===== src/rtl/core_pkg.sv =====
// Shared definitions for the integer back end: ALU opcodes, the issue payload
// width and the reservation-station entry record.
package core_pkg;

  localparam logic [3:0] ALU_ADD  = 4'b0000;
  localparam logic [3:0] ALU_SUB  = 4'b0001;
  localparam logic [3:0] ALU_SLL  = 4'b0010;
  localparam logic [3:0] ALU_SLT  = 4'b0100;
  localparam logic [3:0] ALU_SLTU = 4'b0110;
  localparam logic [3:0] ALU_XOR  = 4'b1000;
  localparam logic [3:0] ALU_SRL  = 4'b1010;
  localparam logic [3:0] ALU_SRA  = 4'b1011;
  localparam logic [3:0] ALU_OR   = 4'b1100;
  localparam logic [3:0] ALU_AND  = 4'b1110;

  localparam int EXEC_PAYLOAD_W = 76;

  typedef struct packed {
    logic        valid;
    logic [3:0]  aluop;
    logic [4:0]  rd;
    logic [31:0] op1;
    logic        op1_ready;
    logic [4:0]  op1_tag;
    logic [31:0] op2;
    logic        op2_ready;
    logic [4:0]  op2_tag;
  } rs_entry_t;

endpackage


===== src/rtl/rs_select.sv =====
// Lowest-index find-first over an N-bit request vector.
module rs_select #(
  parameter  int N  = 4,
  localparam int IW = $clog2(N)
) (
  input  logic [N-1:0]  i_vec,
  output logic          o_found,
  output logic [IW-1:0] o_idx
);

  // Scan from the top so the last hit written is the lowest index.
  always_comb begin
    o_found = 1'b0;
    o_idx   = '0;
    for (int i = N - 1; i >= 0; i--) begin
      if (i_vec[i]) begin
        o_found = 1'b1;
        o_idx   = IW'(i);
      end
    end
  end

endmodule


===== src/rtl/rs_integer.sv =====
// Integer reservation station: buffers dispatched ops, snoops the result bus
// for pending operands and issues the lowest-index ready op each cycle.
module rs_integer
  import core_pkg::*;
#(
  parameter  int DEPTH = 4,
  localparam int IDX_W = $clog2(DEPTH)
) (
  input  logic                      clk,
  input  logic                      reset,
  input  logic                      dispatch_valid,
  output logic                      dispatch_ready,
  input  logic [3:0]                dispatch_aluop,
  input  logic [4:0]                dispatch_rd,
  input  logic [31:0]               dispatch_op1,
  input  logic [31:0]               dispatch_op2,
  input  logic                      dispatch_op1_ready,
  input  logic                      dispatch_op2_ready,
  input  logic [4:0]                dispatch_op1_tag,
  input  logic [4:0]                dispatch_op2_tag,
  input  logic                      wb_valid,
  input  logic [4:0]                wb_rd,
  input  logic [31:0]               wb_data,
  input  logic                      flush,
  output logic                      start,
  output logic [EXEC_PAYLOAD_W-1:0] rs,
  output logic [IDX_W:0]            occupancy
);

  rs_entry_t                 r_ent [DEPTH];
  logic [IDX_W:0]            r_occ;
  logic                      r_start;
  logic [EXEC_PAYLOAD_W-1:0] r_rs;

  logic [DEPTH-1:0]          w_free, w_elig;
  logic                      w_free_found, w_iss_found;
  logic [IDX_W-1:0]          w_free_idx, w_iss_idx;
  logic                      w_dispatch, w_wb_hit, w_byp1, w_byp2;
  rs_entry_t                 w_new;
  logic [EXEC_PAYLOAD_W-1:0] w_payload;

  always_comb begin
    w_free = '0;
    w_elig = '0;
    for (int i = 0; i < DEPTH; i++) begin
      w_free[i] = !r_ent[i].valid;
      w_elig[i] = r_ent[i].valid && r_ent[i].op1_ready && r_ent[i].op2_ready;
    end
  end

  rs_select #(.N(DEPTH)) u_free_sel (.i_vec(w_free), .o_found(w_free_found), .o_idx(w_free_idx));
  rs_select #(.N(DEPTH)) u_iss_sel  (.i_vec(w_elig), .o_found(w_iss_found),  .o_idx(w_iss_idx));

  assign dispatch_ready = (r_occ != (IDX_W+1)'(DEPTH));
  assign w_dispatch     = dispatch_valid && dispatch_ready && w_free_found;
  assign w_wb_hit       = wb_valid && (wb_rd != 5'd0);
  assign w_byp1         = w_wb_hit && !dispatch_op1_ready && (dispatch_op1_tag == wb_rd);
  assign w_byp2         = w_wb_hit && !dispatch_op2_ready && (dispatch_op2_tag == wb_rd);

  // New entry with the same-cycle broadcast folded in, so it cannot miss its producer.
  always_comb begin
    w_new           = '0;
    w_new.valid     = 1'b1;
    w_new.aluop     = dispatch_aluop;
    w_new.rd        = dispatch_rd;
    w_new.op1       = w_byp1 ? wb_data : dispatch_op1;
    w_new.op1_ready = dispatch_op1_ready || w_byp1;
    w_new.op1_tag   = dispatch_op1_tag;
    w_new.op2       = w_byp2 ? wb_data : dispatch_op2;
    w_new.op2_ready = dispatch_op2_ready || w_byp2;
    w_new.op2_tag   = dispatch_op2_tag;
  end

  assign w_payload = {r_ent[w_iss_idx].aluop, r_ent[w_iss_idx].rd, 3'b000,
                      r_ent[w_iss_idx].op1, r_ent[w_iss_idx].op2};

  always_ff @(posedge clk or posedge reset) begin
    if (reset) begin
      for (int i = 0; i < DEPTH; i++) r_ent[i] <= '0;
      r_occ   <= '0;
      r_start <= 1'b0;
      r_rs    <= '0;
    end else if (flush) begin
      for (int i = 0; i < DEPTH; i++) r_ent[i].valid <= 1'b0;
      r_occ   <= '0;
      r_start <= 1'b0;
      r_rs    <= '0;
    end else begin
      for (int i = 0; i < DEPTH; i++) begin
        if (w_wb_hit && r_ent[i].valid && !r_ent[i].op1_ready && r_ent[i].op1_tag == wb_rd) begin
          r_ent[i].op1       <= wb_data;
          r_ent[i].op1_ready <= 1'b1;
        end
        if (w_wb_hit && r_ent[i].valid && !r_ent[i].op2_ready && r_ent[i].op2_tag == wb_rd) begin
          r_ent[i].op2       <= wb_data;
          r_ent[i].op2_ready <= 1'b1;
        end
      end
      r_start <= w_iss_found;
      if (w_iss_found) begin
        r_rs                   <= w_payload;
        r_ent[w_iss_idx].valid <= 1'b0;
      end
      // Free slot comes from registered valids, so it never aliases the issuing entry.
      if (w_dispatch) r_ent[w_free_idx] <= w_new;
      r_occ <= r_occ + (IDX_W+1)'(w_dispatch) - (IDX_W+1)'(w_iss_found);
    end
  end

  assign start     = r_start;
  assign rs        = r_rs;
  assign occupancy = r_occ;

endmodule


===== config.mk =====
export PLATFORM = sky130hd
export DESIGN_NAME = rs_integer
export DESIGN_NICKNAME = d
export VERILOG_FILES = /design/src/rtl/core_pkg.sv /design/src/rtl/rs_select.sv /design/src/rtl/rs_integer.sv
export SDC_FILE = /design/constraint.sdc
export NUM_CORES = 1
export LEC_CHECK = 0
export CELL_PAD_IN_SITES_DETAIL_PLACEMENT = 1
export CELL_PAD_IN_SITES_GLOBAL_PLACEMENT = 1
export CORE_AREA = 2 2 265 267
export CTS_CLUSTER_SIZE = 8
export DETAILED_ROUTE_END_ITERATION = 16
export DIE_AREA = 0 0 267 269
export HOLD_SLACK_MARGIN = 0.06
export PLACE_DENSITY = 0.6
export SYNTH_ARGS = -nofsm -noshare
export SYNTH_HDL_FRONTEND = slang
export SYNTH_SLANG_ARGS = --single-unit

===== constraint.sdc =====
create_clock -name clk -period 46.6 [get_ports clk]
set_input_delay 9.32 -clock clk [delete_from_list [all_inputs] [get_ports clk]]
set_output_delay 9.32 -clock clk [all_outputs]
set_load 0.01 [all_outputs]

==> run metrics, run 1 <==
final hold vios 0; most frequent cells in the layout dfrtp_1 (421), nand2_1 (263), clkdlybuf4s50_1 (203); # diodes 0; post-CTS sizing 0; I/O Pins 208; final cell count without fillers between 2000 and 3000; Finished Cell Area roughly 0.024 mm2; Avg Synthesized Cell Area 10.2 um2; number of setup buffers added after CTS 0; DR iter-0 viols roughly 1600; CTS H-tree lvls 2; die height 269 um; arrival time at the worst endpoint between 10 and 15 ns; Skew-Pair Late Insertion Delay between 0.6 and 0.7 ns; Tmin final about 12 ns; final setup margin approximately 34 ns; critical path, cell by cell clkdlybuf4s50_1 -> or4_1 -> o21ai_1 -> or3_4 -> o21ai_4 -> a222oi_1; area grow syn2layout 22.7%; met3 Track Usage GR 0.0463; number of max-slew violations in the final report 0; Least-Margin Pin Slew about 1.3 ns; ys flop type dfrtp_1; Slowest Stage Delay on Critical Path ~0.8 ns; Total Power ~1.3 mW; hold_buf cts 0; WP data required 47.08 ns; unrepaired setup endpoints after global routing false; GRT Max-Usage Layer met2; placed insts 2932; met1 usage 0.286; EDFF count, synth 0; Peak VDD IR about 0.028 mV; Die Span X 267 um; # rows 97; final WL 77400 um; synth warn 0; GRT Overall Usage 0.217; GRT overflow 0; FF+latch count, synth around 420; Setup Total Neg Slack 0 ns; Reg area 0.0105 mm2; IO Port Bufs just over 200; Post-Syn Area approximately 0.020 mm2; Cells after Synth roughly 1900; clock skew between 0.015 and 0.02 ns; Area after DPL roughly 0.023 mm2; Die Area around 0.07 mm2; vias per cell around 5.6; Startpoint Class primary input; NumNets Final about 2200; Layout fillers between 7000 and 8000; largest net degree at the start of global routing about 120; ANT nets after route 0; Worst setup EP type flop; final setup fails 0; Root Buffer Master clkbuf_16; Bufs on Longest Clock Path 3; antenna violations before repair 6; layout cells sized above 1 0.0962; drt first pass iters 9; commonest non-fill, non-tap cell in the layout dfrtp_1; worst-path fanout max 66; multi-input logic area slightly above 0.008 mm2; area of the core between 0.06 and 0.07 mm2; worst min path class reg2reg; first-pass GRT wire length around 120000 um; clk sinks ~420; number of global-route vias before repair about 18000; status completed; FMAX roughly 81 MHz; Clock transition at path regs roughly 0.050 ns; initial core utilization 0.286; HPWL Detailed about 47000 um; period utilization 0.266; ys async rst share 1.00; WL per Instance 25.8 um; PwrDens 54.8 mW/mm2; routed via count about 17000; Place WS roughly 34 ns; max_slew headroom 0.152; max cap viols 0; Yosys cell types 57; M2 GR Usage 0.355; routability cong. between 0.7 and 0.8; Setup CP Type in2reg; residual DRC count 0; CTS tree built; slowest stage cell, crit path or3_4; CTS Buf Count 59; leak pwr around 11 nW; Seq/Total Area, Yosys 0.532
-- registers in the layout (all words and copies together) (netlist names) --
name       cells
rs            73
r_ent        344
start          1
occupancy      3
-- per-stage QoR --
stage	hold slack, ns	utilization
3_3_place_gp	0.459	0.328
3_5_place_dp	0.463	0.328
6_report	0.471	0.351
2_1_floorplan	0.446	-
5_1_grt	0.490	0.351
4_1_cts	0.475	0.351
-- area by class of cell --
type | instances | area share
clock buffers | 66 | 0.0648
clock inverters | 1 | 0.000206
inverters | 165 | 0.0258
multi-input cells | 1174 | 0.335
flip-flops and latches | 421 | 0.434
well taps | 940 | 0.0484
repair buffers | 232 | 0.0926
-- worst max-delay path, delay by kind of cell --
family	cells	cell delay [ns]
buffers and inverters	1	0.73
and+or+nand+nor	2	1.57
AOI/OAI and AO/OA	3	1.23
-- synthesized netlist by cell type (33+ instances only) --
cell type / n / area [um2]
dfrtp_1: 421 / 10500
nand2_1: 265 / 995
inv_1: 165 / 619
nor2_1: 120 / 450
clkbuf_1: 116 / 435
nand3_1: 105 / 526
a22oi_1: 76 / 571
a211oi_1: 73 / 548
o221ai_1: 73 / 639
o221a_2: 67 / 754
a222oi_1: 64 / 641
buf_2: 44 / 220
xnor2_1: 37 / 324
o21a_1: 33 / 248
-- final timing paths --
kind | startpoint | to | slack (ns) | depth (start not counted)
setup / recovery | wb_rd[2] | r_ent[16] | 34.20 | 6
hold / removal | r_ent[342] | r_ent[342] | 0.47 | 2
setup reg to reg | r_ent[343] | r_ent[104] | 43.07 | 6
hold reg to reg | r_ent[342] | r_ent[342] | 0.47 | 2
max in group asynchronous | reset | r_ent[226] | 35.08 | 4
min in group asynchronous | reset | rs[55] | 9.28 | 2
-- metal layers --
layer	vias to the layer above	routed length, um
met3	148	5200
met1	8878	33200
li1	7317	-
met5	-	74
met2	559	36600
met4	12	2350
-- logic make-up (layout without fill, tap and decap cells) --
| kind of cell | Yosys count | after routing | share of synthesized area |
|---|---|---|---|
| and+or+nand+nor | 543 | 543 | 0.117 |
| adders and majority gates | 3 | 3 | 0.00227 |
| other | 1 | 3 | 0.000189 |
| buffers and inverters | 345 | 464 | 0.0699 |
| AOI/OAI and AO/OA | 573 | 573 | 0.256 |
| xor gates and xnor gates | 52 | 52 | 0.0230 |
| DFF | 421 | 421 | 0.532 |
-- power by group --
part	leakage (nW)	switching [mW]	total [mW]	internal, mW
combinational	5.00	0.178	0.370	0.192
sequential	5.09	0.0826	0.571	0.489
clock	0.780	0.158	0.390	0.232
Power figures use the tool's default switching activity.
==> run 2: changes to the inputs <==
==> constraint.sdc (replaced) <==
create_clock -name clk -period 12.2 [get_ports clk]
set_input_delay 2.44 -clock clk [delete_from_list [all_inputs] [get_ports clk]]
set_output_delay 2.44 -clock clk [all_outputs]
set_load 0.01 [all_outputs]
==> run metrics, run 2 (synthesis results as in run 1) <==
hold slack about 0.48 ns; Skew-Pair Late Insertion Delay 0.62 ns; final setup margin between 6 and 7 ns; CTS H-tree lvls 2; leak pwr 10.9 nW; max cap viols 0; placed insts 2932; GRT Overall Usage 0.218; Bufs on Longest Clock Path 3; IO Port Bufs around 200; NumNets Final approximately 2200; antenna violations before repair 4; PwrDens between 200 and 250 mW/mm2; drt first pass iters 9; clk sinks about 420; Die Area slightly above 0.07 mm2; # rows between 90 and 100; residual DRC count 0; status completed; final setup fails 0; WL per Instance about 26 um; max_slew headroom 0.191; register with the most flip-flops r_ent; clock skew around 0.018 ns; FMAX 175 MHz; number of max-slew violations in the final report 0; routability cong. between 0.7 and 0.8; worst-path fanout max 33; period utilization 0.468; I/O Pins between 200 and 250; largest net degree at the start of global routing 179; WP data required between 10 and 15 ns; Place WS between 5 and 6 ns; Worst setup EP type flop; Startpoint Class primary input; Peak VDD IR about 0.11 mV; ANT nets after route 0; HPWL Detailed 46000 um; worst min path class reg2reg; hold_buf cts 0; arrival time at the worst endpoint between 6 and 7 ns; final hold vios 0; Setup CP Type in2reg; number of global-route vias before repair 18400; vias per cell 5.65; DR iter-0 viols approximately 1500; die height 269 um; Total Power just over 5 mW; Die Span X about 270 um; initial core utilization 0.286; layout cells sized above 1 0.0966; Finished Cell Area about 0.024 mm2; Tmin final between 5 and 6 ns; Clock transition at path regs 0.05 ns; commonest non-fill, non-tap cell in the layout dfrtp_1; CTS tree built; final WL around 80000 um; post-CTS sizing 0; area grow syn2layout 22.6%; routed via count between 15000 and 20000; CTS Buf Count between 50 and 60; area of the core 0.0693 mm2; Area after DPL 0.0227 mm2; number of setup buffers added after CTS 0; Setup Total Neg Slack 0 ns; most frequent cells in the layout dfrtp_1 (421), nand2_1 (263), clkdlybuf4s50_1 (203); Root Buffer Master clkbuf_16; unrepaired setup endpoints after global routing false; Util after Layout 0.350; GRT overflow 0; final cell count without fillers 3001; max reg flops about 340; first-pass GRT wire length between 100000 and 150000 um; Least-Margin Pin Slew between 1 and 1.5 ns
==> run 2: worst paths after layout <==
kind                       slack (ns)       start            to  depth (start not counted)
max                              6.49    wb_rd[1]     r_ent[65]                          7
min                              0.48  r_ent[342]    r_ent[342]                          2
max reg2reg                      8.35  r_ent[343]    r_ent[107]                          7
min reg2reg                      0.48  r_ent[342]    r_ent[342]                          2
max in group asynchronous        8.12       reset  occupancy[0]                          4
min in group asynchronous        2.15       reset        rs[56]                          2
==> run 2: critical path: stages <==
cell             delay [ns]
clkdlybuf4s50_1        0.76
or4_1                  0.80
o211ai_2               0.31
or2_2                  0.85
o21ai_4                0.29
buf_4                  0.34
a222oi_1               0.35
==> run 2: power breakdown <==
| group | switching, mW | internal [mW] |
|---|---|---|
| combinational | 0.676 | 0.735 |
| clock | 0.620 | 0.865 |
| sequential | 0.322 | 1.87 |
==> run 2: routing by layer <==
metal	up-vias	global-route usage	routed length, um	part of all wire
met5	-	0	38	0.00048
met4	6	0.0761	2510	0.032
met1	8855	0.291	33700	0.43
met3	143	0.0370	4890	0.062
li1	7333	-	-	-
met2	615	0.358	37300	0.48
==> run 2: layout make-up <==
cell class | instances | area (um2)
antenna | 1 | 2.50
inverter | 165 | 623
fill | 7640 | 45000
multi-input combinational | 1174 | 8130
tap | 940 | 1180
sequential | 421 | 10500
clock buffer | 64 | 1530
clock inverter | 4 | 31.3
timing repair buffer | 232 | 2260
